===== src/rtl/subterranean_ctrl_pkg.sv =====
// Shared definitions for the Subterranean SAE controller.
// Holds the controller state encoding, the lane/byte geometry of the
// 4-lane duplex datapath and the two fixed lane-size words.
package subterranean_ctrl_pkg;

    localparam int LANES      = 4;
    localparam int LANE_BYTES = 4;
    localparam int DATA_W     = 128;
    localparam int BYTES_W    = 5;
    localparam int SIZE_W     = 12;

    // Every lane carries 4 bytes / every lane is empty.
    localparam logic [SIZE_W-1:0] SIZE_FULL  = 12'h924;
    localparam logic [SIZE_W-1:0] SIZE_EMPTY = 12'h000;

    typedef enum logic [3:0] {
        IDLE,
        CLEAR,
        KEY,
        KEY_PAD,
        NONCE,
        NONCE_PAD,
        BLANK,
        AD,
        AD_PAD,
        MSG,
        MSG_PAD,
        FINAL,
        TAG
    } state_t;

endpackage


===== src/rtl/subterranean_lane_size_encoder.sv =====
// Converts a host beat byte count into datapath lane controls.
// Ports:
//   bytes        - valid bytes in the beat (values above 16 act as 16)
//   last         - beat closes its stream
//   enable_round - rounds this beat minus 1
//   din_size     - 3 bits per lane, lane byte count 0..4
//   needs_pad    - a full last beat must be followed by one empty-lane beat
module subterranean_lane_size_encoder
    import subterranean_ctrl_pkg::*;
(
    input  logic [BYTES_W-1:0] bytes,
    input  logic               last,
    output logic [1:0]         enable_round,
    output logic [SIZE_W-1:0]  din_size,
    output logic               needs_pad
);

    logic [BYTES_W-1:0] n;
    logic [BYTES_W-1:0] rem;
    logic [2:0]         take;

    always_comb begin
        n            = (bytes > 5'd16) ? 5'd16 : bytes;
        enable_round = 2'b11;
        din_size     = SIZE_FULL;
        needs_pad    = 1'b0;
        rem          = n;
        take         = 3'd0;
        if (!last || n == 5'd16) begin
            // Non-last beats are always full; a full last beat leaves no
            // room for the pad marker, so an extra empty lane follows.
            needs_pad = last;
        end else begin
            enable_round = n[3:2];
            din_size     = SIZE_EMPTY;
            // Fill lanes low to high, 4 bytes each, remainder in the top one.
            for (int i = 0; i < LANES; i++) begin
                take              = (rem > 5'd4) ? 3'd4 : rem[2:0];
                din_size[3*i +: 3] = take;
                rem               = rem - {2'b00, take};
            end
        end
    end

endmodule


===== src/rtl/subterranean_sae_controller.sv =====
// Sequencer for a complete Subterranean SAE operation on the 4-lane duplex
// datapath: clear, key, nonce, blank rounds, AD, message, final blank
// rounds and tag squeeze.
// Ports:
//   clk, arstn                 - clock, synchronous active-low reset
//   start/mode/key/nonce/tag_in - operation request, latched in IDLE
//   busy                       - high outside IDLE
//   data_in*                   - host input stream (AD then message)
//   data_out*                  - message output stream (pass-through)
//   tag_out/tag_valid/tag_match - tag result, held until the next start
//   dp_*                       - every datapath control and data port
module subterranean_sae_controller
    import subterranean_ctrl_pkg::*;
#(
    parameter int BLANK_ROUNDS = 8
)
(
    input  logic                clk,
    input  logic                arstn,
    input  logic                start,
    input  logic                mode,
    input  logic [DATA_W-1:0]   key,
    input  logic [DATA_W-1:0]   nonce,
    input  logic [DATA_W-1:0]   tag_in,
    output logic                busy,
    input  logic [DATA_W-1:0]   data_in,
    input  logic [BYTES_W-1:0]  data_in_bytes,
    input  logic                data_in_last,
    input  logic                data_in_valid,
    output logic                data_in_ready,
    output logic [DATA_W-1:0]   data_out,
    output logic [BYTES_W-1:0]  data_out_bytes,
    output logic                data_out_valid,
    input  logic                data_out_ready,
    output logic [DATA_W-1:0]   tag_out,
    output logic                tag_valid,
    output logic                tag_match,
    output logic                dp_init,
    output logic                dp_encrypt,
    output logic                dp_decrypt,
    output logic [1:0]          dp_enable_round,
    output logic [DATA_W-1:0]   dp_din,
    output logic [SIZE_W-1:0]   dp_din_size,
    output logic                dp_din_valid,
    output logic                dp_dout_ready,
    input  logic                dp_din_ready,
    input  logic [DATA_W-1:0]   dp_dout,
    input  logic                dp_dout_valid
);

    localparam int BLANK_BEATS = BLANK_ROUNDS / 4;
    localparam int CNT_W       = (BLANK_BEATS > 1) ? $clog2(BLANK_BEATS) : 1;

    state_t              state;
    logic                mode_r;
    logic [DATA_W-1:0]   key_r;
    logic [DATA_W-1:0]   nonce_r;
    logic [DATA_W-1:0]   tag_in_r;
    logic [CNT_W-1:0]    beat_cnt;
    logic                last_blank;
    logic [1:0]          enc_enable;
    logic [SIZE_W-1:0]   enc_size;
    logic                enc_pad;

    // Beats commit on dp_din_valid & dp_dout_ready; the datapath's own
    // ready/valid pair carries no extra information for this sequencer.
    logic                unused_inputs;
    assign unused_inputs = dp_din_ready ^ dp_dout_valid;

    subterranean_lane_size_encoder u_size_enc (
        .bytes        (data_in_bytes),
        .last         (data_in_last),
        .enable_round (enc_enable),
        .din_size     (enc_size),
        .needs_pad    (enc_pad)
    );

    assign last_blank = (beat_cnt == CNT_W'(BLANK_BEATS - 1));

    // Datapath and stream controls decoded from the registered state.
    always_comb begin
        busy            = (state != IDLE);
        dp_init         = (state == CLEAR);
        dp_encrypt      = 1'b0;
        dp_decrypt      = 1'b0;
        dp_enable_round = 2'b00;
        dp_din          = '0;
        dp_din_size     = SIZE_EMPTY;
        dp_din_valid    = 1'b0;
        dp_dout_ready   = 1'b0;
        data_in_ready   = 1'b0;
        data_out        = '0;
        data_out_bytes  = '0;
        data_out_valid  = 1'b0;
        case (state)
            KEY, NONCE: begin
                dp_din          = (state == KEY) ? key_r : nonce_r;
                dp_din_size     = SIZE_FULL;
                dp_enable_round = 2'b11;
                dp_din_valid    = 1'b1;
                dp_dout_ready   = 1'b1;
            end
            KEY_PAD, NONCE_PAD, AD_PAD: begin
                dp_din_valid    = 1'b1;
                dp_dout_ready   = 1'b1;
            end
            BLANK, FINAL, TAG: begin
                dp_enable_round = 2'b11;
                dp_din_valid    = 1'b1;
                dp_dout_ready   = 1'b1;
            end
            AD: begin
                data_in_ready   = 1'b1;
                dp_din          = data_in;
                dp_din_size     = enc_size;
                dp_enable_round = enc_enable;
                dp_din_valid    = data_in_valid;
                dp_dout_ready   = 1'b1;
            end
            MSG: begin
                // Output is a straight pass-through, so input acceptance
                // follows the output consumer.
                dp_encrypt      = ~mode_r;
                dp_decrypt      = mode_r;
                data_in_ready   = data_out_ready;
                dp_din          = data_in;
                dp_din_size     = enc_size;
                dp_enable_round = enc_enable;
                dp_din_valid    = data_in_valid;
                dp_dout_ready   = data_out_ready;
                data_out        = dp_dout;
                data_out_bytes  = data_in_bytes;
                data_out_valid  = data_in_valid;
            end
            MSG_PAD: begin
                // Pad lane still belongs to the message stream.
                dp_encrypt      = ~mode_r;
                dp_decrypt      = mode_r;
                dp_din_valid    = 1'b1;
                dp_dout_ready   = 1'b1;
            end
            default: begin
            end
        endcase
    end

    always_ff @(posedge clk) begin
        if (!arstn) begin
            state     <= IDLE;
            mode_r    <= 1'b0;
            key_r     <= '0;
            nonce_r   <= '0;
            tag_in_r  <= '0;
            beat_cnt  <= '0;
            tag_out   <= '0;
            tag_valid <= 1'b0;
            tag_match <= 1'b0;
        end else begin
            case (state)
                IDLE: begin
                    if (start) begin
                        mode_r    <= mode;
                        key_r     <= key;
                        nonce_r   <= nonce;
                        tag_in_r  <= tag_in;
                        tag_valid <= 1'b0;
                        tag_match <= 1'b0;
                        state     <= CLEAR;
                    end
                end
                CLEAR:     state <= KEY;
                KEY:       state <= KEY_PAD;
                KEY_PAD:   state <= NONCE;
                NONCE:     state <= NONCE_PAD;
                NONCE_PAD: begin
                    beat_cnt <= '0;
                    state    <= BLANK;
                end
                BLANK: begin
                    if (last_blank) begin
                        beat_cnt <= '0;
                        state    <= AD;
                    end else begin
                        beat_cnt <= beat_cnt + CNT_W'(1);
                    end
                end
                AD: begin
                    if (data_in_valid && data_in_last)
                        state <= enc_pad ? AD_PAD : MSG;
                end
                AD_PAD:    state <= MSG;
                MSG: begin
                    if (data_in_valid && data_out_ready && data_in_last)
                        state <= enc_pad ? MSG_PAD : FINAL;
                end
                MSG_PAD:   state <= FINAL;
                FINAL: begin
                    if (last_blank) begin
                        beat_cnt <= '0;
                        state    <= TAG;
                    end else begin
                        beat_cnt <= beat_cnt + CNT_W'(1);
                    end
                end
                TAG: begin
                    tag_out   <= dp_dout;
                    tag_match <= mode_r && (dp_dout == tag_in_r);
                    tag_valid <= 1'b1;
                    state     <= IDLE;
                end
                default:   state <= IDLE;
            endcase
        end
    end

endmodule


===== config.mk =====
export PLATFORM = sky130hd
export DESIGN_NAME = subterranean_sae_controller
export DESIGN_NICKNAME = d
export VERILOG_FILES = /design/src/rtl/subterranean_ctrl_pkg.sv /design/src/rtl/subterranean_lane_size_encoder.sv /design/src/rtl/subterranean_sae_controller.sv
export SDC_FILE = /design/constraint.sdc
export NUM_CORES = 2
export LEC_CHECK = 0
export CORE_AREA = 2 2 420 422
export DETAILED_ROUTE_END_ITERATION = 8
export DIE_AREA = 0 0 422 424
export GPL_TIMING_DRIVEN = 0
export PLACE_DENSITY = 0.31
export SLEW_MARGIN = 5
export SYNTH_ARGS = -nofsm -noshare
export SYNTH_HDL_FRONTEND = slang
export SYNTH_SLANG_ARGS = --single-unit

===== constraint.sdc =====
create_clock -name clk -period 12 [get_ports clk]
set_input_delay 3.6 -clock clk [delete_from_list [all_inputs] [get_ports clk]]
set_output_delay 3.6 -clock clk [all_outputs]
set_load 0.05 [all_outputs]

==> flow_summary_export.csv <==
group,metric,value,unit
cells_and_area,multiInputGateArea,13300,um^2
critical_path,cp.required,8400,ps
grt,grt.total_usage,0.206,
detailed_routing,drc,0,
floorplanning,core,175000,um^2
sta,setup_tns,0,ps
grt,grt_max_degree,11,
pwr,comb_power_share,0.231,
pwr,total_power,5.53,mW
outcome,status,"complete, no violations",
detailed_routing,drtIter0Drc,1174,
cts,cts_resized,0,
synth,syn_area_per_cell,7.75,um^2
cts,cts_root_buffer,"clkbuf_16",
placement,portBuffers,1063,
pwr,power.density,134,nW/um^2
synth,synth.most_common_cell,"nand2_1",
placement,gp_congestion,0.847,
pwr,clock_power_share,0.417,
cells_and_area,seq_area,10400,um^2
grt,grt-ovfl-total,0,
sta,worstMarginPinSlew,1420,ps
cts,clock-sinks,520,
floorplanning,dieArea,179000,um^2
critical_path,cpMostUsedCell,"ha_1",
grt,grt_pass1_wl,251000,um
sta,maxSlewHeadroom,0.0516,
cts,cts.clk_slew.worst_paths,50,ps
worst_hold_path,hp-class,"reg2reg",
sta,max_freq,86.4,MHz
grt,grt_pass1_vias,27600,
synth,yosys.area.top_type,"dfxtp_1",
cells_and_area,fin_nets,5033,
sta,rsz0062_at_grt,"false",
critical_path,path_max_fanout,10,
detailed_routing,wl_met3,11900,um
floorplanning,die_h,424,um
detailed_routing,routed_wl,191000,um
cts,postCtsHoldBufs,0,
cts,htreeDepth,3,
detailed_routing,ant_nets,0,
detailed_routing,wire_per_inst,28.1,um
pwr,p_int,3.70,mW
detailed_routing,top_layer_used,"met5",
sta,finalSetupViolCount,0,
synth,synthCells,3229,
detailed_routing,dr_total_vias,26900,
cells_and_area,fillerInstances,19700,
synth,ys_seq_elements,520,
cts,clockBufferDepth,3,
floorplanning,io_pins,1067,
critical_path,crit_chain,"clkdlybuf4s50_1, clkbuf_1, o211ai_1, ha_1, o21ai_0, ha_1, nand3_1, ha_1, nor4_1, a211oi_1, a211o_1, and4_1, and4_1, clkdlybuf4s50_1",
sta,skew,29.7,ps
cts,insertion_delay,680,ps
floorplanning,die_w,422,um
grt,antenna_found_initial,67,
synth,async_flop_share,0,
critical_path,start_kind,"primary input",
pwr,ir_drop,106,uV
detailed_routing,via_per_inst,3.96,
critical_path,slowest_delay,710,ps
cells_and_area,drive_gt1_frac,0.0526,
sta,final_max_slew_viol_count,0,
placement,dp_hpwl,158000,um
flow_run,drv_cap,0,
pwr,switching_share,0.332,
pwr,p_leak,14.0,nW
pwr,p_seq_frac,0.352,
critical_path,cp_slowest_cell,"clkdlybuf4s50_1",
cts,post_cts_buffers,0,
cts,cts_made_buffers,76,
cells_and_area,syn2layout_area_growth,64.5,%
critical_path,criticalPathCategory,"in2out",
sta,hold_viol,0,
synth,netlist_area,25000,um^2
pwr,power.switching,1.83,mW
synth,ys_top_cells_by_area,"dfxtp_1, nand2_1, a21boi_1, mux2i_1, a21boi_0",
detailed_routing,wl_met2,106000,um
synth,ys_warn_count,0,
synth,synth.distinct_cells,61,
cts,cts_tree,"built",
synth,synth_edf_count,0,
floorplanning,fp-row-count,154,
synth,seq_area_frac_synth,0.416,
detailed_routing,wl_met1,67500,um
synth,synthTopCellsByCount,"nand2_1, dfxtp_1, a21boi_1",
detailed_routing,dr.pass1.iters,5,
critical_path,end_kind,"output port",
synth,synth_ff_type,"dfxtp_1",
critical_path,crit_arrival,7970,ps
sta,min_period_over_period,0.965,
sta,period_minus_slack,11570,ps
floorplanning,initial_core_util,0.143,
synth,synth_top_area_share,0.416,
critical path: cells and delay by family:
kind / cells / cell delay, ps
AO/OA/AOI/OAI: 4 / 790
AND/OR/NAND/NOR: 4 / 780
buffers and inverters: 3 / 1710
adder cells (fa/ha/maj): 3 / 1080
logic make-up (layout without fill, tap and decap cells):
logic type	count (synthesis)	after routing	synth area share
xor gates and xnor gates	65	65	0.0228
AOI/OAI and AO/OA	762	762	0.214
adders and majority gates	5	5	0.00250
and+or+nand+nor	1430	1430	0.238
muxes	129	129	0.0516
other	2	20	0.000300
buffers and inverters	316	1515	0.0538
DFF	520	520	0.416
per-stage QoR:
| step | worst slack [ps] | instances | utilization | area (um^2) | hold WS (ps) |
|---|---|---|---|---|---|
| 3_5_place_dp | 444 | 6636 | 0.221 | 38600 | 444 |
| 4_1_cts | 418 | 6771 | 0.235 | 41100 | 452 |
| 6_report | 425 | 6786 | 0.235 | 41100 | 451 |
| 3_3_place_gp | 360 | 6635 | 0.221 | 38600 | 441 |
| 5_1_grt | 22.8 | 6776 | 0.235 | 41100 | 465 |
| 2_1_floorplan | 1680 | 3232 | - | 25000 | 434 |
layout by cell type, fill, tap and decap left out, types with 23 or more instances in the layout:
master,Yosys,layout
a21boi_0,163,163
a21boi_1,353,353
and2_1,107,107
buf_2,89,89
clkbuf_1,142,154
clkbuf_16,0,78
clkdlybuf4s50_1,0,1063
dfxtp_1,520,520
inv_1,67,67
mux2i_1,129,129
nand2_1,1171,1171
nor3_1,43,43
o21ai_0,98,98
o21ai_1,50,49
o22ai_1,23,23
xnor2_1,46,46
routing by layer:
layer	track usage	up-vias
met5	0	-
met4	0.0507	58
met3	0.0593	240
met2	0.414	874
met1	0.204	12700
li1	-	13000
path summary, 6_finish.rpt:
kind	startpoint	endpoint	slack, ps	cells past startpoint
max reg2reg	state[3]	tag_in_r[78]	8980	7
min reg2reg	key_r[75]	key_r[75]	450	2
min	key_r[75]	key_r[75]	450	2
max	data_in_bytes[3]	dp_din_size[10]	430	14
area by class of cell:
class	instances	share of cell area
multi-input combinational	2396	0.323
sequential	520	0.253
antenna	15	0.000912
inverter	69	0.00630
tap	2340	0.0712
clock inverter	23	0.00572
clock buffer	112	0.0547
buffer	247	0.0266
timing repair buffer	1064	0.259
power by group through the flow:
stage | Clock [mW] | Sequential, mW | Combinational [mW]
3_5_place_dp | 0 | 1.98 | 1.32
5_1_grt | 2.45 | 1.96 | 1.38
4_1_cts | 2.39 | 1.95 | 1.33
2_1_floorplan | 0 | 1.95 | 0.596
3_3_place_gp | 0 | 1.98 | 1.32
6_report | 2.31 | 1.94 | 1.28
state kept, by name, indices dropped and copies added (netlist names):
signal and count:
tag_in_r 128, key_r 128, tag_match 1, beat_cnt 1
state 4, tag_valid 1, nonce_r 128, tag_out 128
mode_r 1
Power figures use the tool's default switching activity.
